--- src/rtl/fetch_pkg.sv ---
// Shared types and constants for the instruction fetch stage.
package fetch_pkg;

  localparam int INST_W = 32;
  localparam int ADDR_W = 32;

  localparam logic [ADDR_W-1:0] DEFAULT_RESET_PC = 32'h0000_0040;
  localparam logic [ADDR_W-1:0] PC_STEP          = 32'd4;

  typedef struct packed {
    logic [ADDR_W-1:0] pc;
    logic [INST_W-1:0] inst;
  } fetch_entry_t;

endpackage

--- src/rtl/fetch_queue.sv ---
// Small synchronous FIFO of fetched {pc, inst} entries.
// Flush empties the queue; an entry popped in the flush cycle still leaves
// normally, so the pointers skip past it.
module fetch_queue
  import fetch_pkg::*;
#(
  parameter int DEPTH = 2,
  localparam int PW = $clog2(DEPTH),
  localparam int CW = PW + 1
) (
  input  logic         clk,
  input  logic         reset,
  input  logic         push,
  input  fetch_entry_t push_data,
  input  logic         pop,
  input  logic         flush,
  output fetch_entry_t head,
  output logic         head_valid,
  output logic [CW-1:0] count
);

  fetch_entry_t  mem [DEPTH];
  logic [PW-1:0] rd_ptr;
  logic [PW-1:0] wr_ptr;

  assign head       = mem[rd_ptr];
  assign head_valid = (count != '0);

  // Storage and pointer update; flush wins over push.
  always_ff @(posedge clk) begin
    if (reset) begin
      rd_ptr <= '0;
      wr_ptr <= '0;
      count  <= '0;
      for (int i = 0; i < DEPTH; i++) mem[i] <= '0;
    end else if (flush) begin
      rd_ptr <= rd_ptr + PW'(pop);
      wr_ptr <= rd_ptr + PW'(pop);
      count  <= '0;
    end else begin
      if (push) begin
        mem[wr_ptr] <= push_data;
        wr_ptr      <= wr_ptr + 1'b1;
      end
      if (pop) rd_ptr <= rd_ptr + 1'b1;
      count <= count + CW'(push) - CW'(pop);
    end
  end

endmodule

--- src/rtl/fetch_unit.sv ---
// Instruction fetch stage: owns the fetch PC, issues word reads to a
// one-cycle-latency instruction memory, queues the returned words and hands
// them to the decoder over a valid/ready handshake. A taken branch
// (redirect) flushes the wrong path and restarts at the aligned target.
// Optional build macro FETCH_STATS_EN adds push and squash counters.
module fetch_unit
  import fetch_pkg::*;
#(
  parameter logic [ADDR_W-1:0] RESET_PC    = DEFAULT_RESET_PC,
  parameter int                QUEUE_DEPTH = 2
) (
  input  logic              clk,
  input  logic              reset,
  output logic              imem_req,
  output logic [ADDR_W-1:0] imem_addr,
  input  logic [INST_W-1:0] imem_data,
  output logic              out_valid,
  input  logic              out_ready,
  output logic [ADDR_W-1:0] pcOut,
  output logic [INST_W-1:0] instWord,
  input  logic              redirect,
  input  logic [ADDR_W-1:0] redirect_pc
`ifdef FETCH_STATS_EN
  ,
  output logic [31:0]       stat_fetched,
  output logic [31:0]       stat_squashed
`endif
);

  localparam int CW = $clog2(QUEUE_DEPTH) + 1;
  localparam int DW = CW + 1;

  logic [ADDR_W-1:0] fetch_pc;
  logic [ADDR_W-1:0] inflight_pc;
  logic              inflight;
  logic              squash;
  logic              pop;
  logic              push;
  logic              drop;
  logic [CW-1:0]     occupancy;
  logic [DW-1:0]     demand;
  fetch_entry_t      head;
  fetch_entry_t      push_data;

  assign pop = out_valid & out_ready;

  // Slots already claimed: queued words plus the response landing this cycle,
  // less the one leaving now. Issuing only below depth means no overflow.
  assign demand   = {1'b0, occupancy} + DW'(inflight) - DW'(pop);
  assign imem_req = ~reset & ~redirect & (demand < DW'(QUEUE_DEPTH));
  assign imem_addr = fetch_pc;

  // A response arriving in a redirect cycle is wrong-path. The squash flag
  // also covers the cycle after a redirect; request gating keeps that slot
  // empty today, but the flag keeps it safe if the gating ever changes.
  assign drop      = inflight & (redirect | squash);
  assign push      = inflight & ~redirect & ~squash;
  assign push_data = '{pc: inflight_pc, inst: imem_data};

  // Fetch PC and in-flight tracking.
  always_ff @(posedge clk) begin
    if (reset) begin
      fetch_pc    <= RESET_PC;
      inflight    <= 1'b0;
      inflight_pc <= '0;
      squash      <= 1'b0;
    end else begin
      inflight <= imem_req;
      squash   <= redirect;
      if (imem_req) inflight_pc <= fetch_pc;
      if (redirect)      fetch_pc <= redirect_pc & ~32'h3;
      else if (imem_req) fetch_pc <= fetch_pc + PC_STEP;
    end
  end

  fetch_queue #(.DEPTH(QUEUE_DEPTH)) u_queue (
    .clk       (clk),
    .reset     (reset),
    .push      (push),
    .push_data (push_data),
    .pop       (pop),
    .flush     (redirect),
    .head      (head),
    .head_valid(out_valid),
    .count     (occupancy)
  );

  assign pcOut    = head.pc;
  assign instWord = head.inst;

`ifdef FETCH_STATS_EN
  logic [CW-1:0] flushed;
  assign flushed = redirect ? (occupancy - CW'(pop)) : '0;

  // Push and squash counters, wrapping naturally at 2^32.
  always_ff @(posedge clk) begin
    if (reset) begin
      stat_fetched  <= '0;
      stat_squashed <= '0;
    end else begin
      stat_fetched  <= stat_fetched + 32'(push);
      stat_squashed <= stat_squashed + 32'(drop) + 32'(flushed);
    end
  end
`else
  logic unused_drop;
  assign unused_drop = drop;
`endif

endmodule

--- config.mk ---
export PLATFORM = sky130hd
export DESIGN_NAME = fetch_unit
export DESIGN_NICKNAME = d
export VERILOG_FILES = /design/src/rtl/fetch_pkg.sv /design/src/rtl/fetch_queue.sv /design/src/rtl/fetch_unit.sv
export SDC_FILE = /design/constraint.sdc
export NUM_CORES = 1
export LEC_CHECK = 0
export BUFFER_PORTS_ARGS = -buffer_cell sky130_fd_sc_hd__buf_4
export CORE_MARGIN = 4
export CORE_UTILIZATION = 55
export CTS_CLUSTER_DIAMETER = 60
export DETAILED_ROUTE_END_ITERATION = 10
export GPL_ROUTABILITY_DRIVEN = 1
export PLACE_DENSITY = 0.8
export SLEW_MARGIN = 5
export SYNTH_ARGS = -nofsm -noshare
export SYNTH_HDL_FRONTEND = slang
export SYNTH_SLANG_ARGS = --single-unit
--- constraint.sdc ---
create_clock -name clk -period 8.05 [get_ports clk]
set_clock_uncertainty 0.1 [all_clocks]
set_input_delay 1.61 -clock clk [delete_from_list [all_inputs] [get_ports clk]]
set_output_delay 1.61 -clock clk [all_outputs]
set_load 0.01 [all_outputs]
[Word-level counts from Yosys, hierarchy flattened]
Memories as Yosys holds them, arrays and structs flattened. A register that Yosys moved wholly into a read port is not among the register bits.
Cells that the tools add are included.
Operators by class
  bitwise logic cells: 8
  $add $sub $neg: 8
  $lt $le $gt $ge: 1
  reductions and logical operators: 6
  muxes and demuxes: 17
Operators by type and width (count)
  $mux 32: 2
  $mux 64: 1
  $reduce_or 64->1: 1
  $add 32x3->32 const B: 1
  $mux 1: 14
  $reduce_bool 2->1: 4
  $and 1x1->1: 5
  $add 2x1->3: 1
  $lt 3x2->1 const B: 1
  $not 1->1: 3
  $sub 3x1->3: 1
  $add 1x1->1 const B: 2
  $add 2x1->2: 1
  $reduce_or 2->1: 1
  $sub 2x1->2: 1
  $add 1x1->1: 1
Word-level totals
  bits in registers: 70
  memories: 1
  bits of input ports: 68
  memory bits (writable): 128
Memory list
  u_queue.mem: depth 2, bits a word 64, read ports 1, clocked after memory_dff 1, write ports 2, line fetch_queue.sv:22  | fetch_entry_t mem [DEPTH];

[Logic depth before layout (Yosys ltp)]
Gate-level depths: netlist of the first run.
  depth after elaboration: 9
  mapped depth: 14
  mapped depth without buffers: 13

[Cells and area by module]
Synthesis of the first run repeated with hierarchy kept, for this count alone.
Second synthesis, totals
  cell total of the unflattened synthesis: 740
  area total of the unflattened synthesis: 8829.7 um2
Modules (own cells, without submodules)
  fetch_queue: instances 1, area an instance 5943.2 um2, sequential area each 3943.8 um2, cells an instance 379
  fetch_unit: instances 1, area an instance 2886.5 um2, sequential area each 1241.2 um2, cells an instance 361

[Worst setup path before layout of the first run]
Ideal clock, no wire load.
  kind: input to register
  start point: input redirect
  end point: memory u_queue.mem[0][0] in the netlist's numbering (enable)
  path slack: 710 ps
  data arrival time: 6666 ps
  buffers on the path: 2
  library setup time: 575 ps
  stages on the path: 3
  cell sequence: clkbuf_1 -> clkbuf_1 -> o31ai_1
RTL lines
  start, declared: line fetch_unit.sv:21  | input logic redirect,
  end, declared: line fetch_queue.sv:22

[Final worst setup path of the first run]
  start point: input out_ready
  end point: output imem_req
On the way
  cells in the longest elaborated chain, start to end: 4
RTL lines
  start, declared: line fetch_unit.sv:18  | input logic out_ready,
  $and 1x1->1: line fetch_unit.sv:45  | assign pop = out_valid & out_ready;
  $sub 3x1->3: line fetch_unit.sv:49  | assign demand = {1'b0, occupancy} + DW'(inflight) - DW'(pop);
  $lt 3x2->1: line fetch_unit.sv:50  | assign imem_req = ~reset & ~redirect & (demand < DW'(QUEUE_DEPTH));
  $and 1x1->1: line fetch_unit.sv:50
  end, declared: line fetch_unit.sv:14  | output logic imem_req,
Every way passes these cells.

==> qor.csv, run 1 <==
metric,value,unit
status,"finished, final reports clean",
Synth top area share,44.2,%
final antenna-violating net count,0,
global-route wire length before repair,30000,um
Power Density,208,nW/um2
vias in the first global route,5879,
DR pass1 iterations,5,
Internal,1.66,mW
TritonCTS buffer count,17,
FILL cells,1109,
WL final,18600,um
WL per Instance,17.6,um
"Async S/R FF share, synth",0,%
vias per cell,5.54,
# setup viols final,0,
"Max FO, Critical Path",41,
"Cell Chain, Critical Path",buf_4 -> and2_1 -> ha_1 -> inv_1 -> nand2_1 -> fa_1 -> xnor2_1 -> nand3_2 -> inv_2 -> buf_4,
RSZ-0062 raised after global routing,no,
TritonCTS clock tree,done,
count of different cell masters after synthesis,52,
overall power,2.14,mW
Core Region,14800,um2
crit path kind,input port to output port,
Multi-input gate area,3160,um2
Sw Ratio,22.4,%
fin area,10300,um2
Seq pwr share,52.0,%
Max Freq,174,MHz
hold buffer count at cts,0,
Synthesis Warnings,0,
Slowest cell on crit path,inv_2,
H-tree depth,4,
slew margin rel.,16.2,%
most frequent cell after synthesis,and2_1,
Die ar.,17400,um2
via count,5876,
Iteration-0 DRC Markers,522,
HPWL Detailed,11700,um
Top Ports,166,
layout cells sized above 1,31.1,%
most frequent CP cell,buf_4,
Root Buffer,clkbuf_16,
clock share of power,38.8,%
gp weighted congestion,0.824,
clk sink count,191,
Min-Delay Path Class,flop to flop,
Die Wd,132,um
CTS-repair resized insts,0,
largest cells by area after synthesis,"edfxtp_1 (44%), dfxtp_1 (16%), and2_1 (9.6%), mux2_2 (8.5%), nand2_1 (3.9%)",
cell taking the most area after synthesis,edfxtp_1,
# rows,44,
register cell area after layout,5070,um2
non-filler instance count after layout,1060,
ys flop type,edfxtp_1,
ant diodes,0,
share of power burned in combinational logic,9.2,%
"EDFF count, synth",124,
Yosys reg bits,191,
actual slew at the worst max-slew pin,1.25,ns
pin count of the biggest net entering global routing,63,
Layout Nets,936,
I/O Buffers,159,
sequential fraction of the synthesis area,60.1,%
Clock Latency Late Sink,0.42,ns
P_leak,4.11,nW
Gate Count Post-Synth,724,
Initial Util,57.1,%
maximum vdd drop,0.000147,V
Final period util,71.3,%
switching pwr,0.481,mW
area delta synth->final,22.5,%
Post-route DRC,0,
grt ovf,0,
post-CTS setup buffer count,0,
Placed Cells,1028,
Mean Syn Cell Area,11.6,um2
Worst EP required,6.34,ns
Die H,132,um
CP max stage delay,0.55,ns
Max Cap Violations,0,
element type at the critical path end,output port,
setup TNS,0,ns
Critical Path AT,4.03,ns
initial antenna violation count,0,
all-layer global routing usage,21.4,%
placed cell areas,9740,um2
endpoints failing hold,0,
synthesized area,8430,um2
clk slew on worst S/H paths,0.06,ns
minimum clock period after layout,5.74,ns
CP Launch Type,input port,
final max-slew violation count,0,
Clock Tree Buf Depth,2,
final core occ,70.0,%
Commonest cells post-synth,"and2_1 (129), edfxtp_1 (124), nand2_1 (88)",
-- flip-flops by register name (all words and copies together) (netlist names), named ones only --
name            cells
inflight            1
u_queue.count       2
u_queue.wr_ptr      1
u_queue.mem       124
u_queue.rd_ptr      1
imem_addr          30
squash              1
inflight_pc        30
-- placed cells by master, fill, tap and decap left out, drive strengths merged, types with 8 or more instances in the layout --
master,Yosys,final
a211oi,9,9
a21oi,46,46
and2,129,129
buf,17,164
clkbuf,30,23
dfxtp,67,67
edfxtp,124,124
inv,13,16
mux2,65,65
nand2,88,88
nand3,15,15
nand4,14,14
nor2,22,22
xor2,8,8
-- logic make-up (layout without fill, tap and decap cells) --
family	count (synthesis)	after routing	share of synthesized area [%]
compound gates	84	84	6.14
buf+inv	61	210	3.10
mux	68	68	9.04
xor+xnor	15	15	1.56
other cells	1	4	0.0445
fa+ha+maj	5	5	0.831
simple gates	299	299	19.2
flops	191	191	60.1
-- layout make-up --
class	instances	share of cell area, %
well taps	184	2.23
repair buffers	164	11.9
inverters	14	0.509
flip-flops and latches	191	49.1
multi-input cells	475	30.6
clock buffers	23	4.63
clock inverters	9	1.04
-- final timing paths --
check | from | to | slack, ns | depth (start not counted)
max reg2reg | u_queue.count[1]$_SDFF_PN0_ | imem_addr[15]$_SDFFE_PP0P_ | 4.49 | 13
min | inflight_pc[6]$_SDFFE_PP0P_ | inflight_pc[6]$_SDFFE_PP0P_ | 0.36 | 2
min reg2reg | inflight_pc[6]$_SDFFE_PP0P_ | inflight_pc[6]$_SDFFE_PP0P_ | 0.36 | 2
max | out_ready | imem_req | 2.31 | 10
-- stage by stage --
step | hold WS [ns] | worst slack, ns
floorplan | 0.340 | 0.710
global placement | 0.349 | 2.39
detailed placement | 0.353 | 2.31
CTS | 0.362 | 2.32
global route | 0.383 | 2.18
finish | 0.361 | 2.31
-- per-layer routing --
layer  vias up  track usage, %  wire length (um)
met1      2805            28.1              8260
met2       233            35.7              8910
met4         0            7.41               323
met3        24            4.43              1150
met5         -               0                 0
li1       2814               -                 -
-- worst max-delay path, delay by kind of cell --
family | cells | cell delay, ns
AND/OR/NAND/NOR | 3 | 0.35
buffers and inverters | 4 | 0.98
XOR/XNOR | 1 | 0.36
adder cells (fa/ha/maj) | 2 | 0.71
-- power by group through the flow --
stage               combinational, mW  sequential, mW  clock [mW]
CTS                             0.200            1.11       0.843
finish                          0.198            1.11       0.831
detailed placement              0.199            1.14           0
global placement                0.195            1.13           0
floorplan                      0.0989            1.13           0
global route                    0.214            1.12       0.887
(Power assumes the default switching activity.)
==> inputs of run 2 (changes only) <==
- CORE_UTILIZATION: 55 -> 50
- PLACE_DENSITY: 0.8 -> 0.76
- clock period: 8.05 -> 5 ns (I/O delays scaled with it)
==> run 2 against run 1 <==
Against the previous run: first-iteration DRC count is 37% lower; global-route usage is 1.6 points lower; register-to-register slack worse by 3.1 ns; worst setup slack worse by 1.5 ns; final area is 0.64% higher; sequential power is 61% higher; die area is 9.4% higher; combinational power is 61% higher; utilization is 7.3 points lower; highest routed layer unchanged; flip-flop and latch count stayed put; clock power is 56% higher; sequential share of layout area is 0.31 points lower.
==> qor.csv, run 2 (synthesized netlist as in run 1, its figures left out) <==
metric,value,unit
Min-Delay Path Class,flop to flop,
Power Density,328,nW/um2
CP Launch Type,input port,
Final period util,84.1,%
initial antenna violation count,0,
element type at the critical path end,output port,
Root Buffer,clkbuf_16,
vias in the first global route,5715,
Critical Path AT,3.10,ns
capture point of the worst reg-to-reg path,imem_addr[15]$_SDFFE_PP0P_,
clk sink count,191,
hold buffer count at cts,0,
hold path cells,2,
Iteration-0 DRC Markers,330,
post-CTS setup buffer count,0,
TritonCTS clock tree,done,
most frequent cells in the layout,"buf_4 (166), and2_1 (129), edfxtp_1 (124)",
Core Region,16600,um2
layout cells sized above 1,31.6,%
WL final,18400,um
H-tree depth,4,
CTS-repair resized insts,0,
Worst R2R Path Depth,14,
area delta synth->final,23.3,%
vias per cell,5.27,
Die H,138,um
global-route wire length before repair,29000,um
minimum clock period after layout,4.20,ns
Top Ports,166,
I/O Buffers,159,
Die Wd,138,um
min-delay src,inflight_pc[13]$_SDFFE_PP0P_,
status,"finished, final reports clean",
Multi-input gate area,3160,um2
clk slew on worst S/H paths,0.07,ns
Clock Tree Buf Depth,2,
P_leak,4.12,nW
Max Freq,238,MHz
final core occ,62.7,%
crit path kind,input port to output port,
FILL cells,1341,
pin count of the biggest net entering global routing,63,
Worst EP required,3.90,ns
"most common cell after layout, fill and taps aside",buf_4,
Initial Util,50.8,%
ant diodes,0,
HPWL Detailed,11900,um
via count,5793,
# setup viols final,0,
grt ovf,0,
# rows,47,
maximum vdd drop,0.000246,V
DR pass1 iterations,5,
all-layer global routing usage,19.8,%
Max Cap Violations,0,
Post-route DRC,0,
Worst R2R Setup Slack,1.43,ns
RSZ-0062 raised after global routing,no,
actual slew at the worst max-slew pin,0.848,ns
endpoints failing hold,0,
crit path from,out_ready,
worst reg2reg startpoint,u_queue.count[1]$_SDFF_PN0_,
slew margin rel.,43.3,%
final max-slew violation count,0,
Hold EP,inflight_pc[13]$_SDFFE_PP0P_,
max reg flops,124,
Clock Latency Late Sink,0.43,ns
Layout Nets,939,
register cell area after layout,5070,um2
Biggest register,u_queue.mem,
"Max FO, Critical Path",18,
WL per Instance,16.7,um
gp weighted congestion,0.829,
Die ar.,19000,um2
setup TNS,0,ns
TritonCTS buffer count,17,
final antenna-violating net count,0,
[run 2: critical path, stage by stage]
cell     delay, ns
buf_4         0.10
and2_1        0.17
ha_1          0.28
inv_1         0.07
nand2_1       0.07
fa_1          0.44
xnor2_1       0.33
nand3_2       0.13
inv_2         0.31
buf_4         0.20
[run 2: worst max-delay path by stage]
stage | to | slack, ns | cells after the start
final | imem_req | 0.80 | 10
after global routing | imem_req | 0.60 | 11
after CTS | imem_req | 0.80 | 10
after detailed placement | imem_req | 0.81 | 10
after global placement | imem_req | 0.83 | 10
after floorplan | u_queue.mem[0][0]$_SDFFCE_PN0P_ | 0.21 | 3
[run 2: per-stage QoR]
stage | setup slack, ns | cells | area, um2 | hold WS, ns | power, mW
2_1_floorplan | 0.214 | 727 | 8450 | 0.340 | 1.98
6_report | 0.797 | 1099 | 10400 | 0.359 | 3.41
3_3_place_gp | 0.833 | 1067 | 9820 | 0.346 | 2.14
4_1_cts | 0.803 | 1099 | 10400 | 0.361 | 3.43
3_5_place_dp | 0.808 | 1067 | 9820 | 0.352 | 2.15
5_1_grt | 0.604 | 1099 | 10400 | 0.386 | 3.54
[run 2: report_power, final]
group | internal, mW | total [mW] | switching [mW]
registers | 1.75 | 1.79 | 0.0473
logic | 0.153 | 0.318 | 0.165
clock network | 0.664 | 1.30 | 0.636
[run 2: layer usage]
layer | track usage, % | vias up | wire (um) | share of wire, %
met4 | 7.74 | 0 | 336 | 1.8
li1 | - | 2825 | - | -
met1 | 26.2 | 2733 | 8000 | 44
met2 | 31.8 | 212 | 8560 | 47
met5 | 0 | - | 0 | 0
met3 | 4.50 | 23 | 1480 | 8.1
[run 2: final cells by class]
class	instances	area share, %
flip-flops and latches	191	48.7
multi-input cells	475	30.4
repair buffers	167	12.2
clock buffers	17	4.09
well taps	220	2.65
clock inverters	15	1.41
inverters	14	0.506
